--- src/rtl/label_vote_filter_if.sv ---
// Sample/result handshake bundle for label_vote_filter.
// master = upstream/downstream side, slave = the filter.
`ifndef LABEL_WIDTH
`define LABEL_WIDTH 4
`endif
`ifndef DISTANCE_WIDTH
`define DISTANCE_WIDTH 10
`endif

interface label_vote_filter_if #(
   parameter int CW = 4
);
   logic                         ValidIn_SI;
   logic                         ReadyOut_SO;
   logic [`LABEL_WIDTH-1:0]      LabelIn_A_DI;
   logic [`LABEL_WIDTH-1:0]      LabelIn_V_DI;
   logic [`DISTANCE_WIDTH-1:0]   DistanceIn_A_DI;
   logic [`DISTANCE_WIDTH-1:0]   DistanceIn_V_DI;
   logic                         Clear_SI;
   logic                         ValidOut_SO;
   logic                         ReadyIn_SI;
   logic [`LABEL_WIDTH-1:0]      LabelOut_A_DO;
   logic [`LABEL_WIDTH-1:0]      LabelOut_V_DO;
   logic [CW-1:0]                Votes_A_DO;
   logic [CW-1:0]                Votes_V_DO;
   logic [CW-1:0]                Fill_A_DO;
   logic [CW-1:0]                Fill_V_DO;
   logic                         Reject_A_DO;
   logic                         Reject_V_DO;

   modport master (
      output ValidIn_SI, LabelIn_A_DI, LabelIn_V_DI, DistanceIn_A_DI, DistanceIn_V_DI,
             Clear_SI, ReadyIn_SI,
      input  ReadyOut_SO, ValidOut_SO, LabelOut_A_DO, LabelOut_V_DO, Votes_A_DO, Votes_V_DO,
             Fill_A_DO, Fill_V_DO, Reject_A_DO, Reject_V_DO
   );

   modport slave (
      input  ValidIn_SI, LabelIn_A_DI, LabelIn_V_DI, DistanceIn_A_DI, DistanceIn_V_DI,
             Clear_SI, ReadyIn_SI,
      output ReadyOut_SO, ValidOut_SO, LabelOut_A_DO, LabelOut_V_DO, Votes_A_DO, Votes_V_DO,
             Fill_A_DO, Fill_V_DO, Reject_A_DO, Reject_V_DO
   );
endinterface

--- src/rtl/label_vote_filter.sv ---
// Majority-vote smoothing of binary arousal/valence labels over a sliding window,
// with per-channel distance gating of unreliable samples.
//
// state         | meaning
// S_IDLE        | ready; capture a sample or apply a history clear
// S_UPDATE      | gate, shift history, recount votes, decide labels
// S_OUT_STABLE  | result valid and held until downstream ready
`ifndef LABEL_WIDTH
`define LABEL_WIDTH 4
`endif
`ifndef DISTANCE_WIDTH
`define DISTANCE_WIDTH 10
`endif

module label_vote_filter #(
   parameter int                          WINDOW      = 8,
   parameter logic [`DISTANCE_WIDTH-1:0]  DIST_THRESH = {`DISTANCE_WIDTH{1'b1}},
   parameter int                          CW          = $clog2(WINDOW + 1)
) (
   input  logic                 Clk_CI,
   input  logic                 Reset_RBI,
   label_vote_filter_if.slave   bus
);
   localparam int LW = `LABEL_WIDTH;
   localparam int DW = `DISTANCE_WIDTH;
   localparam logic [CW-1:0] L_WIN = CW'(WINDOW);

   localparam logic [1:0] S_IDLE       = 2'd0;
   localparam logic [1:0] S_UPDATE     = 2'd1;
   localparam logic [1:0] S_OUT_STABLE = 2'd2;

   // channel index 0 = arousal (A), 1 = valence (V)
   logic [1:0]        r_state;
   logic [WINDOW-1:0] r_hist     [2];
   logic [CW-1:0]     r_votes    [2];
   logic [CW-1:0]     r_fill     [2];
   logic              r_lab      [2];
   logic              r_rej      [2];
   logic              r_cap_lab  [2];
   logic [DW-1:0]     r_cap_dist [2];

   logic              w_acc      [2];
   logic              w_full     [2];
   logic              w_evict    [2];
   logic [CW-1:0]     w_votes_n  [2];
   logic [CW-1:0]     w_fill_n   [2];
   logic [CW-1:0]     w_o        [2];
   logic [CW-1:0]     w_f        [2];
   logic              w_lab_n    [2];
   logic [WINDOW-1:0] w_hist_n   [2];
   logic              w_unused_bits;

   // Newest entry sits at bit 0; once full, bit WINDOW-1 is the one evicted.
   always_comb begin
      for (int c = 0; c < 2; c++) begin
         w_acc[c]     = (r_cap_dist[c] <= DIST_THRESH);
         w_full[c]    = (r_fill[c] == L_WIN);
         w_evict[c]   = w_full[c] & r_hist[c][WINDOW-1];
         w_hist_n[c]  = {r_hist[c][WINDOW-2:0], r_cap_lab[c]};
         w_votes_n[c] = r_votes[c] + CW'(r_cap_lab[c]) - CW'(w_evict[c]);
         w_fill_n[c]  = w_full[c] ? r_fill[c] : r_fill[c] + CW'(1);
         w_o[c]       = w_acc[c] ? w_votes_n[c] : r_votes[c];
         w_f[c]       = w_acc[c] ? w_fill_n[c]  : r_fill[c];
         w_lab_n[c]   = r_lab[c];
         if (w_f[c] != '0) begin
            if ({w_o[c], 1'b0} > {1'b0, w_f[c]})
               w_lab_n[c] = 1'b1;
            else if ({w_o[c], 1'b0} < {1'b0, w_f[c]})
               w_lab_n[c] = 1'b0;
         end
      end
   end

   always_ff @(posedge Clk_CI or negedge Reset_RBI) begin
      if (!Reset_RBI) begin
         r_state <= S_IDLE;
         for (int c = 0; c < 2; c++) begin
            r_hist[c]     <= '0;
            r_votes[c]    <= '0;
            r_fill[c]     <= '0;
            r_lab[c]      <= 1'b0;
            r_rej[c]      <= 1'b0;
            r_cap_lab[c]  <= 1'b0;
            r_cap_dist[c] <= '0;
         end
      end else begin
         case (r_state)
            S_IDLE: begin
               if (bus.Clear_SI) begin
                  for (int c = 0; c < 2; c++) begin
                     r_hist[c]  <= '0;
                     r_votes[c] <= '0;
                     r_fill[c]  <= '0;
                     r_lab[c]   <= 1'b0;
                  end
               end else if (bus.ValidIn_SI) begin
                  r_cap_lab[0]  <= bus.LabelIn_A_DI[0];
                  r_cap_lab[1]  <= bus.LabelIn_V_DI[0];
                  r_cap_dist[0] <= bus.DistanceIn_A_DI;
                  r_cap_dist[1] <= bus.DistanceIn_V_DI;
                  r_state       <= S_UPDATE;
               end
            end
            S_UPDATE: begin
               for (int c = 0; c < 2; c++) begin
                  if (w_acc[c]) begin
                     r_hist[c]  <= w_hist_n[c];
                     r_votes[c] <= w_votes_n[c];
                     r_fill[c]  <= w_fill_n[c];
                  end
                  r_rej[c] <= ~w_acc[c];
                  r_lab[c] <= w_lab_n[c];
               end
               r_state <= S_OUT_STABLE;
            end
            S_OUT_STABLE: begin
               if (bus.ReadyIn_SI)
                  r_state <= S_IDLE;
            end
            default: r_state <= S_IDLE;
         endcase
      end
   end

   // Only bit 0 of each label votes (two classes).
   assign w_unused_bits = ^{bus.LabelIn_A_DI[LW-1:1], bus.LabelIn_V_DI[LW-1:1]};

   assign bus.ReadyOut_SO   = (r_state == S_IDLE) && !bus.Clear_SI;
   assign bus.ValidOut_SO   = (r_state == S_OUT_STABLE);
   assign bus.LabelOut_A_DO = {{(LW-1){1'b0}}, r_lab[0]};
   assign bus.LabelOut_V_DO = {{(LW-1){1'b0}}, r_lab[1]};
   assign bus.Votes_A_DO    = r_votes[0];
   assign bus.Votes_V_DO    = r_votes[1];
   assign bus.Fill_A_DO     = r_fill[0];
   assign bus.Fill_V_DO     = r_fill[1];
   assign bus.Reject_A_DO   = r_rej[0];
   assign bus.Reject_V_DO   = r_rej[1];
endmodule

--- src/flat_wrapper.sv ---
// flat-port wrapper written by rule: the top's interface ports become plain ports
module label_vote_filter_flat 
#(
   parameter int                          WINDOW      = 8,
   parameter logic [`DISTANCE_WIDTH-1:0]  DIST_THRESH = {`DISTANCE_WIDTH{1'b1}},
   parameter int                          CW          = $clog2(WINDOW + 1)
)
  (Clk_CI, Reset_RBI, bus_ValidIn_SI, bus_LabelIn_A_DI, bus_LabelIn_V_DI, bus_DistanceIn_A_DI, bus_DistanceIn_V_DI, bus_Clear_SI, bus_ReadyIn_SI, bus_ReadyOut_SO, bus_ValidOut_SO, bus_LabelOut_A_DO, bus_LabelOut_V_DO, bus_Votes_A_DO, bus_Votes_V_DO, bus_Fill_A_DO, bus_Fill_V_DO, bus_Reject_A_DO, bus_Reject_V_DO);
  label_vote_filter_if #(.CW(CW)) bus_i ();
  input  logic Clk_CI;
  input  logic Reset_RBI;
  input wire logic [$bits(bus_i.ValidIn_SI)-1:0] bus_ValidIn_SI;
  input wire logic [$bits(bus_i.LabelIn_A_DI)-1:0] bus_LabelIn_A_DI;
  input wire logic [$bits(bus_i.LabelIn_V_DI)-1:0] bus_LabelIn_V_DI;
  input wire logic [$bits(bus_i.DistanceIn_A_DI)-1:0] bus_DistanceIn_A_DI;
  input wire logic [$bits(bus_i.DistanceIn_V_DI)-1:0] bus_DistanceIn_V_DI;
  input wire logic [$bits(bus_i.Clear_SI)-1:0] bus_Clear_SI;
  input wire logic [$bits(bus_i.ReadyIn_SI)-1:0] bus_ReadyIn_SI;
  output wire logic [$bits(bus_i.ReadyOut_SO)-1:0] bus_ReadyOut_SO;
  output wire logic [$bits(bus_i.ValidOut_SO)-1:0] bus_ValidOut_SO;
  output wire logic [$bits(bus_i.LabelOut_A_DO)-1:0] bus_LabelOut_A_DO;
  output wire logic [$bits(bus_i.LabelOut_V_DO)-1:0] bus_LabelOut_V_DO;
  output wire logic [$bits(bus_i.Votes_A_DO)-1:0] bus_Votes_A_DO;
  output wire logic [$bits(bus_i.Votes_V_DO)-1:0] bus_Votes_V_DO;
  output wire logic [$bits(bus_i.Fill_A_DO)-1:0] bus_Fill_A_DO;
  output wire logic [$bits(bus_i.Fill_V_DO)-1:0] bus_Fill_V_DO;
  output wire logic [$bits(bus_i.Reject_A_DO)-1:0] bus_Reject_A_DO;
  output wire logic [$bits(bus_i.Reject_V_DO)-1:0] bus_Reject_V_DO;
  assign bus_i.ValidIn_SI = bus_ValidIn_SI;
  assign bus_i.LabelIn_A_DI = bus_LabelIn_A_DI;
  assign bus_i.LabelIn_V_DI = bus_LabelIn_V_DI;
  assign bus_i.DistanceIn_A_DI = bus_DistanceIn_A_DI;
  assign bus_i.DistanceIn_V_DI = bus_DistanceIn_V_DI;
  assign bus_i.Clear_SI = bus_Clear_SI;
  assign bus_i.ReadyIn_SI = bus_ReadyIn_SI;
  assign bus_ReadyOut_SO = bus_i.ReadyOut_SO;
  assign bus_ValidOut_SO = bus_i.ValidOut_SO;
  assign bus_LabelOut_A_DO = bus_i.LabelOut_A_DO;
  assign bus_LabelOut_V_DO = bus_i.LabelOut_V_DO;
  assign bus_Votes_A_DO = bus_i.Votes_A_DO;
  assign bus_Votes_V_DO = bus_i.Votes_V_DO;
  assign bus_Fill_A_DO = bus_i.Fill_A_DO;
  assign bus_Fill_V_DO = bus_i.Fill_V_DO;
  assign bus_Reject_A_DO = bus_i.Reject_A_DO;
  assign bus_Reject_V_DO = bus_i.Reject_V_DO;
  label_vote_filter #(.WINDOW(WINDOW), .DIST_THRESH(DIST_THRESH), .CW(CW)) u_core (.Clk_CI(Clk_CI), .Reset_RBI(Reset_RBI), .bus(bus_i));
endmodule
--- config.mk ---
export PLATFORM = sky130hd
export DESIGN_NAME = label_vote_filter_flat
export DESIGN_NICKNAME = d
export VERILOG_FILES = /design/src/rtl/label_vote_filter_if.sv /design/src/rtl/label_vote_filter.sv /design/src/flat_wrapper.sv
export SDC_FILE = /design/constraint.sdc
export NUM_CORES = 1
export LEC_CHECK = 0
export ABC_CLOCK_PERIOD_IN_PS = 10150
export CAP_MARGIN = 20
export CORE_MARGIN = 4
export CORE_UTILIZATION = 45
export CTS_CLUSTER_SIZE = 20
export DETAILED_ROUTE_END_ITERATION = 12
export HOLD_SLACK_MARGIN = 0.05
export MAX_ROUTING_LAYER = met4
export PLACE_DENSITY = 0.85
export SYNTH_ARGS = -nofsm -noshare
export SYNTH_HDL_FRONTEND = slang
export SYNTH_SLANG_ARGS = --single-unit
--- constraint.sdc ---
create_clock -name Clk_CI -period 10.15 [get_ports Clk_CI]
set_input_delay 1.5225 -clock Clk_CI [delete_from_list [all_inputs] [get_ports Clk_CI]]
set_output_delay 1.5225 -clock Clk_CI [all_outputs]
set_load 0.03 [all_outputs]
## Yosys cells after proc, flatten, opt, wreduce, memory -nomap -nowiden

Cells that the tools add are included.
Widths: inputs -> output; s select.

- Reduce and logical (&&, ||, !) cells: 13
- Eq/ne operators: 14
- Bitwise gates (word level): 5
- Add/subtract/negate cells: 6
- Mux-type cells: 25
- Magnitude comparators: 6

Operators by type and width:

| cell | number |
|---|---|
| $pmux 16 s2 | 1 |
| $pmux 8 s2 | 2 |
| $mux 4 | 6 |
| $mux 8 | 3 |
| $le 10x10->1 const B | 2 |
| $mux 16 | 1 |
| $reduce_and 3->1 | 4 |
| $gt 5x4->1 | 2 |
| $lt 5x4->1 | 2 |
| $add 4x1->4 | 2 |
| $add 4x1->4 const B | 2 |
| $eq 4x4->1 const B | 2 |
| $mux 2 | 4 |
| $ne 2x1->1 const B | 4 |
| $ne 2x2->1 const B | 4 |
| $reduce_and 4->1 | 2 |
| $reduce_bool 4->1 | 2 |
| $sub 4x1->4 | 2 |
| $mux 1 | 6 |
| $ne 3x1->1 const B | 2 |
| $pmux 2 s3 | 1 |
| $pmux 2 s2 | 1 |
| $not 1->1 | 3 |
| $and 1x1->1 | 2 |
| 7 further kinds | 7 |

- Word-level logic and storage cells: 84
- Output and inout port bits: 28
- Input port bits: 33
- Register bits: 60

## Longest topological paths before layout

- Word-level depth: 9
- Depth in mapped cells: 15
- Gate-level depth less buffers: 14

## Worst setup path before layout

OpenSTA, ideal clock, no wires.

- Path type: register to register
- From: register u_core.r_fill (netlist bit u_core.bus.Fill_A_DO[0])
- To: register u_core.r_lab (netlist bit u_core.bus.LabelOut_A_DO[0])
- Setup time: 124 ps
- Arrival: 3376 ps
- Path buffers: 1
- Cell stages (with the launch flop): 16
- Period minus slack after synthesis: 3500 ps
- Setup slack: 6650 ps
- Data required time: 10026 ps
- Cells stage by stage: dfrtp_1 -> inv_1 -> ha_1 -> and3b_2 -> and2_2 -> ha_1 -> inv_1 -> ha_1 -> fa_1 -> clkbuf_1 -> ha_1 -> a21o_1 -> a21oi_1 -> a21oi_1 -> o221a_1 -> a211o_1

- Cells in the longest elaborated chain, start to end: 8
- Elaborated cells between the ends (all ways): 16
- Classes of those cells: 2 x add/sub; 2 x order compare; 3 x eq/ne; 6 x mux; 1 x bitwise; 2 x reduce/logical

RTL lines:

| what | line | text |
|---|---|---|
| from (decl) | label_vote_filter.sv:36 | `logic [CW-1:0] r_fill [2];` |
| from (signal, indexed assignment) | label_vote_filter.sv:109 | `r_fill[c] <= w_fill_n[c];` |
| $eq 4x4->1 | label_vote_filter.sv:57 | `w_full[c] = (r_fill[c] == L_WIN);` |
| $and 1x1->1 | label_vote_filter.sv:58 | `w_evict[c] = w_full[c] & r_hist[c][WINDOW-1];` |
| $sub 4x1->4 | label_vote_filter.sv:60 | `w_votes_n[c] = r_votes[c] + CW'(r_cap_lab[c]) - CW'(w_evict[c]);` |
| $mux 4 | n/a |  |
| $gt 5x4->1 | label_vote_filter.sv:66 | `if ({w_o[c], 1'b0} > {1'b0, w_f[c]})` |
| $mux 1 | label_vote_filter.sv:66 |  |
| $mux 1 | label_vote_filter.sv:65 | `if (w_f[c] != '0) begin` |
| $pmux 2 s2 | label_vote_filter.sv:87 | `case (r_state)` |
| to (signal, indexed assignment) | label_vote_filter.sv:112 | `r_lab[c] <= w_lab_n[c];` |
| to (decl) | label_vote_filter.sv:37 | `logic r_lab [2];` |

Several ways; a longest one is shown, not always the timed one. The select of a mux whose other input is x is not followed.
A chain may end at the register's enable or synchronous reset.

## Worst setup path in the final report

- From: input bus_Clear_SI
- To: output bus_ReadyOut_SO

- Cells in the longest elaborated chain, start to end: 2

RTL lines:

| what | line | text |
|---|---|---|
| from (decl) | flat_wrapper.sv:17 | `input wire logic [$bits(bus_i.Clear_SI)-1:0] bus_Clear_SI;` |
| $logic_not 1->1 | label_vote_filter.sv:128 | `assign bus.ReadyOut_SO = (r_state == S_IDLE) && !bus.Clear_SI;` |
| $logic_and 1x1->1 | label_vote_filter.sv:128 |  |
| to (decl) | flat_wrapper.sv:19 | `output wire logic [$bits(bus_i.ReadyOut_SO)-1:0] bus_ReadyOut_SO;` |

No other way between the ends.

==> out/qor.yml <==
antennaDiodeCount: 0
firstDrtPassIters: 4
tightest_slew_ns: 0.924
p_per_area_nw_per_um2: 181
fin_worst_skew_ns: 0.00570
yosys-top-cells-area: "dfrtp_1 (44%), ha_1 (11%), a22o_1 (6.6%)"
synthArstFlopShare: 1.00
nets: 293
vias: 1641
finalPower_w: 0.000477
ctsRootBufferMaster: "clkbuf_8"
critical_path_required_ns: 8.63
postCtsResizedCells: 0
relSlewSlack: 0.382
period_share: 0.428
finalSetupTns_ns: 0
die_area_um2: 6200
hold_buffers: 0
drv_slew: 0
viasPerCell: 5.35
die-width_um: 78.8
routedWlPerCell_um: 14.9
yosys_most_used_dff: "dfrtp_1"
post_cts_buffers: 0
reg2reg_from: "u_core.bus.Fill_A_DO[0]"
synth-edff-count: 0
critPathMaxFanout: 2
clockBufferDepth: 2
avgSynthCellArea_um2: 10.4
fill_cells: 428
row_count: 25
grt_pass1_wl_um: 8010
yosysMostFrequentCell: "dfrtp_1"
area_growth_pct: 16.7
synth_top_cell_area_share: 0.444
synth.ff_latch_count: 40
start_kind: "input pin"
netlist_instances: 216
yosysWarnings: 0
yosysSeqAreaShare: 0.444
setup_viol: 0
core-area_um2: 4790
drtAntennaViolNets: 0
portBuffers: 28
maxCapViolations: 0
clock-sinks: 40
die_y_um: 78.8
grt_antenna_before_repair: 0
arrival_ns: 2.82
grt_max_degree: 41
cp-startpoint: "bus_Clear_SI"
synth.distinct_cells: 41
gr-total-overflow: 0
routed_wl_um: 4580
synth_top_area_cell: "dfrtp_1"
rsz0062_at_grt: "false"
pin_count: 61
dp_cells: 299
place.gp.congestion: 0.846
grt_pass1_vias: 1733
htreeDepth: 2
cts_made_buffers: 5
synth_area_um2: 2250
drive_above_1_share: 0.0875
synth_commonest_cells: "dfrtp_1 (40), inv_1 (20), ha_1 (19)"
hp-start: "u_core.bus.Reject_A_DO"
path_clk_slew_ns: 0.08
outcome: "finished, final reports clean"
final_hold_viol_count: 0
peakVddDrop_mv: 0.0954
finalNonFillerCells: 307
hold_path_class: "register to register"
dp_hpwl_um: 3290
final.min_clock_period_ns: 4.34
clock_latency_ns: 0.29
cts_tree: "yes"
drt_iter0_markers: 77
grt_usage: 0.168
endpoint_kind: "output pin"
leakagePower_nw: 1.20
route.detailed.drc: 0
timing.fmax_mhz: 230
start_util: 0.471
critPathKind: "input pin to output pin"
-- critical path, cell delays in order --
cell and delay, ns:
clkdlybuf4s50_1 0.44, nor3_2 0.15, clkdlybuf4s50_1 0.70
-- flip-flops by register name, summed over array words and instances (netlist names) --
signal	cells
u_core.r_cap_lab	2
u_core.r_hist	16
u_core.bus.Reject_A_DO	1
u_core.bus.Fill_A_DO	4
u_core.r_state	2
u_core.bus.LabelOut_A_DO	1
u_core.bus.Reject_V_DO	1
u_core.bus.Votes_A_DO	4
u_core.bus.LabelOut_V_DO	1
u_core.bus.Fill_V_DO	4
u_core.bus.Votes_V_DO	4
-- routing by layer --
metal / vias to the layer above / part of all wire / global-route usage
met2: 46 / 0.48 / 0.270
met4: 0 / 0.029 / 0.0682
met1: 800 / 0.43 / 0.202
met3: 14 / 0.052 / 0.0420
li1: 781 / - / -
met5: - / 0 / -
-- report_power, final --
group / leakage, nW / total, W / switching (W) / internal (W)
clock network: 0.0445 / 0.000112 / 0.0000563 / 0.0000553
registers: 0.547 / 0.000193 / 0.0000175 / 0.000175
logic: 0.612 / 0.000173 / 0.0000981 / 0.0000747
total: 1.20 / 0.000477 / 0.000172 / 0.000305
-- path summary, 6_finish.rpt --
check                                                   end  slack [ns]  cells after the start
worst min register to register       u_core.bus.Reject_A_DO        0.49                      1
max in group asynchronous           u_core.bus.Fill_V_DO[2]        8.29                      1
worst max register to register  u_core.bus.LabelOut_A_DO[0]        6.68                     14
worst max-delay path                        bus_ReadyOut_SO        5.81                      3
worst min-delay path                 u_core.bus.Reject_A_DO        0.49                      1
min in group asynchronous          u_core.bus.Votes_A_DO[1]        1.33                      1
-- kinds of logic (layout without fill, tap and decap cells) --
| group | count (synthesis) | count (layout) | synth area share |
|---|---|---|---|
| DFF | 40 | 40 | 0.444 |
| muxes | 4 | 4 | 0.0200 |
| and+or+nand+nor | 45 | 45 | 0.102 |
| AOI/OAI and AO/OA | 55 | 55 | 0.174 |
| xor gates and xnor gates | 12 | 12 | 0.0561 |
| adders and majority gates | 21 | 21 | 0.123 |
| buffers and inverters | 38 | 57 | 0.0788 |
| other | 1 | 6 | 0.00166 |
-- through the flow --
step	worst slack (ns)	hold slack [ns]	utilization	area [µm²]
after floorplan	6.65	0.450	-	2270
after global placement	5.79	0.472	0.530	2540
after detailed placement	5.80	0.475	0.530	2540
after CTS	5.80	0.495	0.550	2630
after global routing	5.75	0.522	0.550	2630
final	5.81	0.490	0.550	2630
-- placed cells by master (no fill, tap or decap), types with 2 or more instances in the layout --
| master | n |
|---|---|
| a21o_1 | 5 |
| o21ai_0 | 15 |
| nand3_1 | 3 |
| fa_1 | 2 |
| ha_1 | 19 |
| a21oi_1 | 4 |
| nor2_1 | 9 |
| xnor2_1 | 6 |
| mux2_2 | 4 |
| dfrtp_1 | 40 |
| and2_1 | 3 |
| inv_1 | 20 |
| a22o_1 | 17 |
| conb_1 | 6 |
| o31ai_1 | 3 |
| clkdlybuf4s50_1 | 27 |
| xor2_1 | 4 |
| nand2_1 | 17 |
| clkbuf_8 | 6 |
| o22ai_1 | 4 |
| a21oi_2 | 2 |
| nand4_1 | 3 |
-- area by class of cell --
type | instances | area (µm²) | share of cell area
Clock buffer | 7 | 86.3 | 0.0328
Clock inverter | 1 | 7.51 | 0.00285
Inverter | 20 | 75.1 | 0.0285
Multi-Input combinational cell | 143 | 1090 | 0.416
Sequential cell | 40 | 1000 | 0.381
Tap cell | 67 | 83.8 | 0.0319
Timing Repair Buffer | 29 | 283 | 0.108
Power figures use the tool's default switching activity.
